$ cat src/rtl/fifo_sched_pkg.sv
// fifo_sched_pkg: shared types and constants for the FIFO read scheduler
package fifo_sched_pkg;
  typedef enum logic {IDLE, GRANT} state_t;
  localparam int OBUF_DEPTH = 4;
  localparam int CH_W = 2;
  localparam int DATA_W = 8;
  typedef struct packed {
    logic [CH_W-1:0]   ch;
    logic [DATA_W-1:0] data;
  } obuf_entry_t;
endpackage

$ cat src/rtl/fifo_rd_obuf.sv
// fifo_rd_obuf: 4-deep output buffer of tagged words with simultaneous push/pop
module fifo_rd_obuf
  import fifo_sched_pkg::*;
(
  input  logic        clk,
  input  logic        rd_rstn,
  input  logic        push,
  input  obuf_entry_t din,
  input  logic        pop,
  output obuf_entry_t dout,
  output logic [2:0]  occ
);
  obuf_entry_t mem_q [OBUF_DEPTH];
  obuf_entry_t mem_d [OBUF_DEPTH];
  logic [1:0] wp_q, wp_d, rp_q, rp_d;
  logic [2:0] occ_q, occ_d;
  logic do_pop;
  // pointer/occupancy update; a pop of an empty buffer is ignored
  always_comb begin
    do_pop = pop && occ_q != 3'd0;
    mem_d = mem_q;
    if (push) mem_d[wp_q] = din;
    wp_d = push ? wp_q + 2'd1 : wp_q;
    rp_d = do_pop ? rp_q + 2'd1 : rp_q;
    occ_d = occ_q + 3'(push) - 3'(do_pop);
    dout = mem_q[rp_q];
    occ = occ_q;
  end
  // storage needs no reset: it is only observed through occupancy
  always_ff @(posedge clk)
    mem_q <= mem_d;
  // pointers and occupancy
  always_ff @(posedge clk or posedge rd_rstn)
    if (rd_rstn) begin
      wp_q <= '0;
      rp_q <= '0;
      occ_q <= '0;
    end else begin
      wp_q <= wp_d;
      rp_q <= rp_d;
      occ_q <= occ_d;
    end
endmodule

$ cat src/rtl/fifo_rd_sched.sv
// fifo_rd_sched: round-robin burst reader merging N_CH FIFOs into one tagged stream
module fifo_rd_sched
  import fifo_sched_pkg::*;
#(
  parameter int N_CH  = 4,
  parameter int DW    = 8,
  parameter int BURST = 4
)(
  input  logic              clk,
  input  logic              rd_rstn,
  input  logic              en,
  input  logic [N_CH-1:0]   empty,
  input  logic [N_CH-1:0]   almost_empty,
  output logic [N_CH-1:0]   rd,
  input  logic [N_CH*DW-1:0] rd_data,
  input  logic [N_CH-1:0]   rd_data_vld,
  output logic [DW-1:0]     out_data,
  output logic [1:0]        out_ch,
  output logic              out_vld,
  input  logic              out_ready,
  output logic              busy,
  output logic              err_unexp
);
  state_t state_q, state_d;
  logic [CH_W-1:0] grant_q, grant_d, last_q, last_d, win, idx, inflight_ch_q, inflight_ch_d;
  logic [3:0] beat_q, beat_d;
  logic inflight_q, inflight_d, err_q, err_d, any_req, issue, push;
  logic [N_CH-1:0] rd_prev_q, rd_prev_d, exp_vld;
  logic [2:0] occ;
  obuf_entry_t din, dout;
  // round-robin winner: nearest non-empty channel after last_grant wins
  always_comb begin
    win = last_q;
    idx = '0;
    any_req = 1'b0;
    for (int i = N_CH; i >= 1; i--) begin
      idx = CH_W'((int'(last_q) + i) % N_CH);
      if (!empty[idx]) begin
        win = idx;
        any_req = 1'b1;
      end
    end
  end
  // FSM and issue rule; shallow FIFOs need a gap cycle between reads
  always_comb begin
    state_d = state_q;
    grant_d = grant_q;
    last_d = last_q;
    beat_d = beat_q;
    issue = 1'b0;
    if (state_q == IDLE) begin
      if (en && any_req) begin
        state_d = GRANT;
        grant_d = win;
        last_d = win;
        beat_d = '0;
      end
    end else begin
      issue = !empty[grant_q] && ({1'b0, occ} + 4'(inflight_q) < 4'd4)
              && (!almost_empty[grant_q] || !rd_prev_q[grant_q]);
      beat_d = beat_q + 4'(issue);
      if (!en || empty[grant_q] || beat_d == 4'(BURST)) state_d = IDLE;
    end
    rd = issue ? (N_CH'(1) << grant_q) : '0;
    rd_prev_d = rd;
    inflight_d = issue;
    inflight_ch_d = issue ? grant_q : inflight_ch_q;
  end
  // return-data steering, unexpected-valid detection and output view
  always_comb begin
    exp_vld = inflight_q ? (N_CH'(1) << inflight_ch_q) : '0;
    push = |(rd_data_vld & exp_vld);
    err_d = err_q | (|(rd_data_vld & ~exp_vld));
    din.ch = inflight_ch_q;
    din.data = DATA_W'(rd_data >> (DW * int'(inflight_ch_q)));
    out_vld = occ != 3'd0;
    out_data = out_vld ? dout.data : '0;
    out_ch = out_vld ? dout.ch : '0;
    busy = state_q != IDLE || inflight_q || out_vld;
    err_unexp = err_q;
  end
  // scheduler state
  always_ff @(posedge clk or posedge rd_rstn)
    if (rd_rstn) begin
      state_q <= IDLE;
      grant_q <= '0;
      last_q <= CH_W'(N_CH - 1);
      beat_q <= '0;
      inflight_q <= 1'b0;
      inflight_ch_q <= '0;
      rd_prev_q <= '0;
      err_q <= 1'b0;
    end else begin
      state_q <= state_d;
      grant_q <= grant_d;
      last_q <= last_d;
      beat_q <= beat_d;
      inflight_q <= inflight_d;
      inflight_ch_q <= inflight_ch_d;
      rd_prev_q <= rd_prev_d;
      err_q <= err_d;
    end
  fifo_rd_obuf u_obuf (
    .clk     (clk),
    .rd_rstn (rd_rstn),
    .push    (push),
    .din     (din),
    .pop     (out_vld & out_ready),
    .dout    (dout),
    .occ     (occ)
  );
endmodule

$ cat config.mk
export PLATFORM = sky130hd
export DESIGN_NAME = fifo_rd_sched
export DESIGN_NICKNAME = d
export VERILOG_FILES = /design/src/rtl/fifo_sched_pkg.sv /design/src/rtl/fifo_rd_obuf.sv /design/src/rtl/fifo_rd_sched.sv
export SDC_FILE = /design/constraint.sdc
export NUM_CORES = 1
export LEC_CHECK = 0
export CORE_UTILIZATION = 51
export CTS_CLUSTER_SIZE = 30
export DETAILED_ROUTE_END_ITERATION = 10
export PLACE_DENSITY_LB_ADDON = 0.25
export SLEW_MARGIN = 15
export SYNTH_ARGS = -nofsm -noshare
export SYNTH_HDL_FRONTEND = slang
export SYNTH_SLANG_ARGS = --single-unit
$ cat constraint.sdc
create_clock -name clk -period 4.9 [get_ports clk]
set_clock_uncertainty 0.1 [all_clocks]
set_input_delay 0.98 -clock clk [delete_from_list [all_inputs] [get_ports clk]]
set_output_delay 0.98 -clock clk [all_outputs]
set_load 0.005 [all_outputs]
==> results of run 1 <==
==> power groups by stage <==
stage / Clock [mW] / Sequential (mW) / Combinational [mW]
3_3_place_gp: 0 / 0.910 / 0.675
2_1_floorplan: 0 / 0.792 / 0.557
4_1_cts: 0.486 / 0.903 / 0.700
6_report: 0.479 / 0.897 / 0.691
3_5_place_dp: 0 / 0.913 / 0.696
5_1_grt: 0.512 / 0.924 / 0.767
==> critical path, stage by stage <==
cell and delay (ns):
clkdlybuf4s50_1 0.53, mux4_2 0.57, a2111oi_4 0.39, nand2_4 0.13, nor3_1 0.22, clkdlybuf4s50_1 0.55
==> cell usage in the layout, fill, tap and decap left out, types with 2 or more instances in the layout <==
cell type,n
nand3b_1,3
nor3_1,4
nand4_1,2
nand2_1,8
mux2_4,2
or3_1,2
a21oi_1,8
a21o_1,3
xnor2_1,3
o21ai_0,6
a211oi_1,2
clkbuf_8,9
ha_1,9
nor2b_1,2
inv_1,13
o31ai_1,4
nor2_1,5
dfstp_2,2
clkinv_2,3
edfxtp_1,40
mux4_2,20
a22o_1,2
bufinv_16,2
and2_1,12
dfrtp_1,22
clkdlybuf4s50_1,64
nand3_1,6
and3_1,4
==> how the worst max path moves through the flow <==
stage	slack [ns]	depth (start not counted)	from	end
after floorplan	1.66	4	empty[3]	rd[0]
after global routing	0.29	6	empty[3]	rd[0]
after detailed placement	0.45	6	empty[3]	rd[0]
after CTS	0.42	6	empty[3]	rd[0]
after global placement	0.55	6	empty[3]	rd[3]
final	0.45	6	empty[3]	rd[0]
==> through the flow <==
| step | instance area (sq um) | total power, mW |
|---|---|---|
| finish | 4000 | 2.07 |
| CTS | 4000 | 2.09 |
| detailed placement | 3790 | 1.61 |
| floorplan | 3110 | 1.35 |
| global route | 4000 | 2.20 |
| global placement | 3790 | 1.59 |
==> sequential cells by signal, summed over array words and instances (netlist names) <==
signal,count
u_obuf.mem_q,40
beat_q,4
rd_prev_q,4
u_obuf.occ,3
grant_q,2
inflight_ch_q,2
last_q,2
u_obuf.rp_q,2
u_obuf.wp_q,2
err_unexp,1
inflight_q,1
state_q,1
==> kinds of logic (layout without fill, tap and decap cells) <==
kind of cell / after synthesis / in the layout / share of synthesized area
DFF: 64 / 64 / 0.579
buffers and inverters: 21 / 93 / 0.0346
and+or+nand+nor: 53 / 53 / 0.0960
adders and majority gates: 10 / 10 / 0.0426
muxes: 23 / 23 / 0.157
AOI/OAI and AO/OA: 33 / 33 / 0.0788
xor gates and xnor gates: 4 / 4 / 0.0113
==> cell type report <==
class	count	share of cell area
inverters	13	0.0122
flip-flops and latches	64	0.451
multi-input cells	123	0.301
repair buffers	64	0.160
well taps	75	0.0235
clock buffers	9	0.0310
clock inverters	7	0.0216
==> layer usage <==
| layer | wire length (um) | track usage | part of all wire |
|---|---|---|---|
| met4 | 144 | 0.118 | 0.026 |
| met1 | 2500 | 0.257 | 0.45 |
| met5 | 0 | 0 | 0 |
| met2 | 2690 | 0.311 | 0.48 |
| met3 | 219 | 0.0318 | 0.039 |
==> flow_summary.ini, run 1 <==
[yosys]
yosys.area.top_type = edfxtp_1
synthDominantCellAreaShare = 0.386
yosysWarnings = 0
synth_area_leaders = edfxtp_1 (39%), dfrtp_1 (18%), mux4_2 (14%)
synth_edf_count = 40
synth_area_sq_um = 3110
synth_common_cells = edfxtp_1 (40), dfrtp_1 (22), mux4_2 (20)
synth-seq-area-share = 0.579
synth-async-reset-ratio = 0.375
avgSynthCellArea_sq_um = 15.0
syn_nets = 266
synth_top_flop_cell = edfxtp_1
ys_ff_latch = 64
synthCells = 208
synth_most_common_cell = edfxtp_1
synth.distinct_cells = 44

[drt]
dr.pass1.iters = 4
drt_iter0_markers = 82
antenna_left = 0
route.vias.total = 1983
drc = 0
wl_per_cell_um = 15.7
routed_via_density = 5.59
drt_wl_total_um = 5560

[setup_path]
endpoint_kind = primary output
rr_startpoint = grant_q[0]$_DFFE_PP0P_
worstSetupStartpointType = primary input
r2r_slack_ns = 2.05
required_ns = 3.82
cp.arrival_ns = 3.37
regToRegEndpoint = state_q$_DFF_PP0_
cp_max_fo = 8
rr_worst_depth = 8
crit_type = primary input to primary output

[cells_and_area]
final-seq-area_sq_um = 1800
utilization = 0.676
multiInputGateArea_sq_um = 1200
final_cells = 355
num_antenna_cells = 0
finish.net_count = 333
layout-drive-gt1-share = 0.150
fill_cells = 439
area_delta_synth_final_pct = 28.4

[floorplanning]
ioPinCount = 65
die-area_sq_um = 6420
die_x_um = 80.1
rows = 28
core_area_sq_um = 5920
die_y_um = 80.1
initial_utilization = 0.526

[cts]
root_buffer = clkbuf_8
cts_buffers = 9
hold_buffers = 0
htreeDepth = 3
cts_setup_buffers = 0
tritoncts = done
cts_buffer_depth = 2
worstSkewPairLatency_ns = 0.34
cts.sinks = 64
clk_pin_slew_ns = 0.07
ctsResizeCount = 0

[pwr]
power.share.clock = 0.232
power_leakage_nw = 1.52
pwr-share-seq = 0.434
power_density_nw_per_um2 = 517
internal-power_mw = 1.44
vdd_drop_max_mv = 0.294
p_comb_frac = 0.334
switching_share = 0.305
power.net_switching_mw = 0.630

[sta]
fin_setup_tns_ns = 0
rsz0062_at_grt = no
hold_viol_final = 0
setup_viol = 0
finalCriticalPeriod_ns = 4.45
drv_slew = 0
clock.fmax_mhz = 224
slew_headroom = 0.406
worst_pin_slew_ns = 0.889
finalCritPeriodShare = 0.909
whs_ns = 0.387
finalWorstSetupSlack_ns = 0.445

[global_routing]
grt_pass1_wl_um = 9090
grt_pass1_vias = 1906
grt_overflow = 0
track_usage = 0.197
grt_max_degree = 25
antenna_found_initial = 0

[worst_hold_path]
min_from = err_unexp$_DFF_PP0_
hold_class = flip-flop to flip-flop
holdPathEnd = err_unexp$_DFF_PP0_
min_path_cells = 2

[place]
place_congestion = 0.764
dp.cells = 339
io_buffers = 64
dp_slack_ns = 0.448
hpwlAfterDp_um = 3810

[run_status]
status = finished clean

[run]
max_cap_viol_count = 0
Note: power is estimated with default switching activity, not from simulation.
==> inputs of run 2 (changes only) <==
--- a/config.mk
+++ b/config.mk
@@ -8,8 +8,11 @@
 export CORE_UTILIZATION = 51
 export CTS_CLUSTER_SIZE = 30
 export DETAILED_ROUTE_END_ITERATION = 10
+export DONT_BUFFER_PORTS = 1
+export GPL_ROUTABILITY_DRIVEN = 0
 export PLACE_DENSITY_LB_ADDON = 0.25
 export SLEW_MARGIN = 15
 export SYNTH_ARGS = -nofsm -noshare
 export SYNTH_HDL_FRONTEND = slang
 export SYNTH_SLANG_ARGS = --single-unit
+export TNS_END_PERCENT = 30
==> flow_summary.ini, run 2 (synthesis gave the netlist of run 1 again) <==
[place]
dp_slack_ns = 1.51
dp.cells = 275
hpwlAfterDp_um = 3930
io_buffers = 0
dpl_cell_area_sq_um = 3150

[cts]
cts_buffers = 9
root_buffer = clkbuf_8
cts.sinks = 64
hold_buffers = 0
cts_setup_buffers = 0
tritoncts = done
cts_buffer_depth = 2
worstSkewPairLatency_ns = 0.34
clk_pin_slew_ns = 0.07
htreeDepth = 3
ctsResizeCount = 0

[sta]
setup_viol = 0
hold_viol_final = 0
whs_ns = 0.418
fin_setup_tns_ns = 0
worst_pin_slew_ns = 0.884
finalWorstSetupSlack_ns = 1.51
clock.fmax_mhz = 295
slew_headroom = 0.410
finalCritPeriodShare = 0.693
finalCriticalPeriod_ns = 3.39
drv_slew = 0
rsz0062_at_grt = no

[drt]
wl_per_cell_um = 19.5
dr.pass1.iters = 4
drc = 0
route.vias.total = 1773
routed_via_density = 6.09
antenna_left = 0
drt_wl_total_um = 5680
drt_iter0_markers = 110

[cells_and_area]
top_regs = u_obuf.mem_q (40), beat_q (4), rd_prev_q (4)
final-seq-area_sq_um = 1800
largest_reg_flops = 40
final_cell_mix = edfxtp_1 (40), dfrtp_1 (22), mux4_2 (20)
multiInputGateArea_sq_um = 1200
finalInstanceArea_sq_um = 3340
finish.net_count = 269
final_cells = 291
area_delta_synth_final_pct = 7.39
top_register = u_obuf.mem_q
final_common_cell = edfxtp_1
layout-drive-gt1-share = 0.190
num_antenna_cells = 0
fill_cells = 480

[setup_path]
worstSetupStartpointType = primary input
required_ns = 3.82
cp.arrival_ns = 2.31
rr_startpoint = grant_q[0]$_DFFE_PP0P_
endpoint_kind = primary output
rr_worst_depth = 8
crit_start = empty[3]
cp_max_fo = 8
crit_type = primary input to primary output

[worst_hold_path]
min_from = err_unexp$_DFF_PP0_
hold_class = flip-flop to flip-flop
min_path_cells = 2

[pwr]
power_density_nw_per_um2 = 562
power_leakage_nw = 1.26
vdd_drop_max_mv = 0.368

[floorplanning]
ioPinCount = 65
die_x_um = 80.1
die_y_um = 80.1
die-area_sq_um = 6420
initial_utilization = 0.526
core_area_sq_um = 5920
rows = 28

[global_routing]
grt_pass1_vias = 1838
grt_max_degree = 25
track_usage = 0.195
antenna_found_initial = 0
grt_overflow = 0
grt_pass1_wl_um = 8910

[run_status]
status = finished clean

[run]
max_cap_viol_count = 0
-- run 2: changes by cell type in the layout (fill, tap and decap cells not counted), sizes merged --
cell,change
clkdlybuf4s50,-64
bufinv,-1
inv,+1
-- run 2: final cells by class --
| class | count | area share |
|---|---|---|
| flip-flops and latches | 64 | 0.539 |
| multi-input cells | 123 | 0.360 |
| clock inverters | 7 | 0.0213 |
| inverters | 13 | 0.0146 |
| clock buffers | 9 | 0.0370 |
| well taps | 75 | 0.0281 |
-- run 2: worst paths after layout --
kind                       slack, ns                           end
setup / recovery                1.51                         rd[2]
hold / removal                  0.42           err_unexp$_DFF_PP0_
setup reg to reg                2.03             state_q$_DFF_PP0_
hold reg to reg                 0.42           err_unexp$_DFF_PP0_
max in group asynchronous       3.53  inflight_ch_q[0]$_DFFE_PP0P_
min in group asynchronous       0.61             state_q$_DFF_PP0_
-- run 2: per-layer routing --
metal | GRT usage | routed length [um] | vias up
li1 | - | - | 807
met1 | 0.234 | 2350 | 891
met2 | 0.331 | 2950 | 68
met3 | 0.0591 | 306 | 7
met4 | 0.0696 | 65 | 0
met5 | 0 | 0 | -
-- run 2: metrics by stage --
stage / utilization / total power [mW]
floorplan: - / 1.35
global placement: 0.532 / 1.41
detailed placement: 0.532 / 1.46
CTS: 0.565 / 1.90
global route: 0.565 / 2.00
finish: 0.565 / 1.88
-- run 2: where the power goes --
group | switching (mW) | leakage, nW | internal [mW] | total, mW
Clock | 0.206 | 0.0949 | 0.235 | 0.441
Combinational | 0.234 | 0.504 | 0.304 | 0.537
Sequential | 0.183 | 0.658 | 0.719 | 0.902
-- run 2: critical path, stage by stage --
cell       delay [ns]
mux4_2           0.50
a2111oi_4        0.39
nand2_4          0.14
nor3_1           0.30
==> inputs of run 3 (changes only) <==
==> constraint.sdc (replaced) <==
create_clock -name clk -period 3.1 [get_ports clk]
set_clock_uncertainty 0.1 [all_clocks]
set_input_delay 0.62 -clock clk [delete_from_list [all_inputs] [get_ports clk]]
set_output_delay 0.62 -clock clk [all_outputs]
set_load 0.005 [all_outputs]
==> flow_summary.ini, run 3 (synthesis gave the netlist of run 1 again) <==
[floorplanning]
die-area_sq_um = 6420
die_x_um = 80.1
die_y_um = 80.1
ioPinCount = 65
core_area_sq_um = 5920
initial_utilization = 0.526
rows = 28

[cells_and_area]
fill_cells = 453
layout-drive-gt1-share = 0.214
finish.net_count = 273
top_regs = u_obuf.mem_q (40), beat_q (4), rd_prev_q (4)
largest_reg_flops = 40
multiInputGateArea_sq_um = 1210
final_common_cell = edfxtp_1
top_register = u_obuf.mem_q
final_cell_mix = edfxtp_1 (40), dfrtp_1 (21), mux4_2 (20)
area_delta_synth_final_pct = 9.12
finalInstanceArea_sq_um = 3400
final-seq-area_sq_um = 1810
num_antenna_cells = 0

[global_routing]
grt_pass1_vias = 1805
grt_overflow = 0
grt_pass1_wl_um = 9250
antenna_found_initial = 0
track_usage = 0.203
grt_max_degree = 25

[cts]
htreeDepth = 3
hold_buffers = 0
ctsResizeCount = 0
root_buffer = clkbuf_8
tritoncts = done
cts.sinks = 64
cts_buffers = 9
cts_buffer_depth = 2
worstSkewPairLatency_ns = 0.33
clk_pin_slew_ns = 0.07
cts_setup_buffers = 0

[place]
io_buffers = 0
hpwlAfterDp_um = 4010
dpl_cell_area_sq_um = 3180

[drt]
drt_iter0_markers = 136
antenna_left = 0
drc = 0
routed_via_density = 6.06
dr.pass1.iters = 4
wl_per_cell_um = 19.6
drt_wl_total_um = 5770
route.vias.total = 1787

[pwr]
power_mw = 3.08
power_leakage_nw = 1.28
vdd_drop_max_mv = 0.472
power_density_nw_per_um2 = 906

[setup_path]
r2r_slack_ns = 0.33
cp.arrival_ns = 2.17
cp_max_fo = 10
crit_type = flip-flop to primary output
regToRegEndpoint = state_q$_DFF_PP0_
cpPeakStageDelay_ns = 0.57
crit_start = grant_q[0]$_DFFE_PP0P_
required_ns = 2.38
worstSetupStartpointType = flip-flop
cp_slowest_cell = mux4_2
crit_chain = mux4_2, a2111oi_4, nand2_4, nor3_1
rr_startpoint = grant_q[0]$_DFFE_PP0P_
endpoint_kind = primary output
rr_worst_depth = 8

[worst_hold_path]
hold_class = primary input to asynchronous set/reset pin

[sta]
slew_headroom = 0.397
finalCritPeriodShare = 0.932
clock.fmax_mhz = 346
setup_viol = 0
finalCriticalPeriod_ns = 2.89
hold_viol_final = 0
whs_ns = 0.273
drv_slew = 0
fin_setup_tns_ns = 0
rsz0062_at_grt = no
worst_pin_slew_ns = 0.904

[run]
max_cap_viol_count = 0

[run_status]
status = finished clean
[run 3: worst max-delay path by stage]
stage | to | slack (ns) | cells after the start
after CTS | rd[2] | 0.06 | 4
after floorplan | state_q$_DFF_PP0_ | 0.45 | 8
after detailed placement | state_q$_DFF_PP0_ | 0.23 | 8
final | rd[1] | 0.21 | 4
after global placement | state_q$_DFF_PP0_ | 0.36 | 8
after global routing | rd[1] | 0.07 | 6
[run 3: layer usage]
metal / global-route usage / vias to the layer above / wire length [um]
met1: 0.250 / 895 / 2320
met5: 0 / - / 0
met2: 0.332 / 71 / 3020
li1: - / 814 / -
met3: 0.0523 / 7 / 340
met4: 0.102 / 0 / 89
[run 3: final cells by class]
class | count | area share
Sequential cell | 64 | 0.531
Multi-Input combinational cell | 123 | 0.355
Clock buffer | 11 | 0.0387
Tap cell | 75 | 0.0276
Clock inverter | 5 | 0.0239
Inverter | 13 | 0.0144
Timing Repair Buffer | 4 | 0.00884
[run 3: worst max-delay path: cells and delay by family (launching register included)]
| kind | cells | cell delay, ns |
|---|---|---|
| DFF | 1 | 0.47 |
| muxes | 1 | 0.57 |
| AOI/OAI and AO/OA | 1 | 0.38 |
| and+or+nand+nor | 2 | 0.42 |
[run 3: where the power goes]
part           switching (mW)  leakage, nW  internal, mW
Sequential              0.186        0.656          1.14
Clock                   0.311        0.104         0.453
Combinational           0.479        0.524         0.509
Total                   0.976         1.28          2.10
[run 3: through the flow]
stage           util  setup WS, ns  std cells
2_1_floorplan      -         0.446        208
3_3_place_gp   0.537         0.360        279
3_5_place_dp   0.537         0.232        279
4_1_cts        0.573        0.0627        295
5_1_grt        0.574        0.0695        295
6_report       0.574         0.212        295
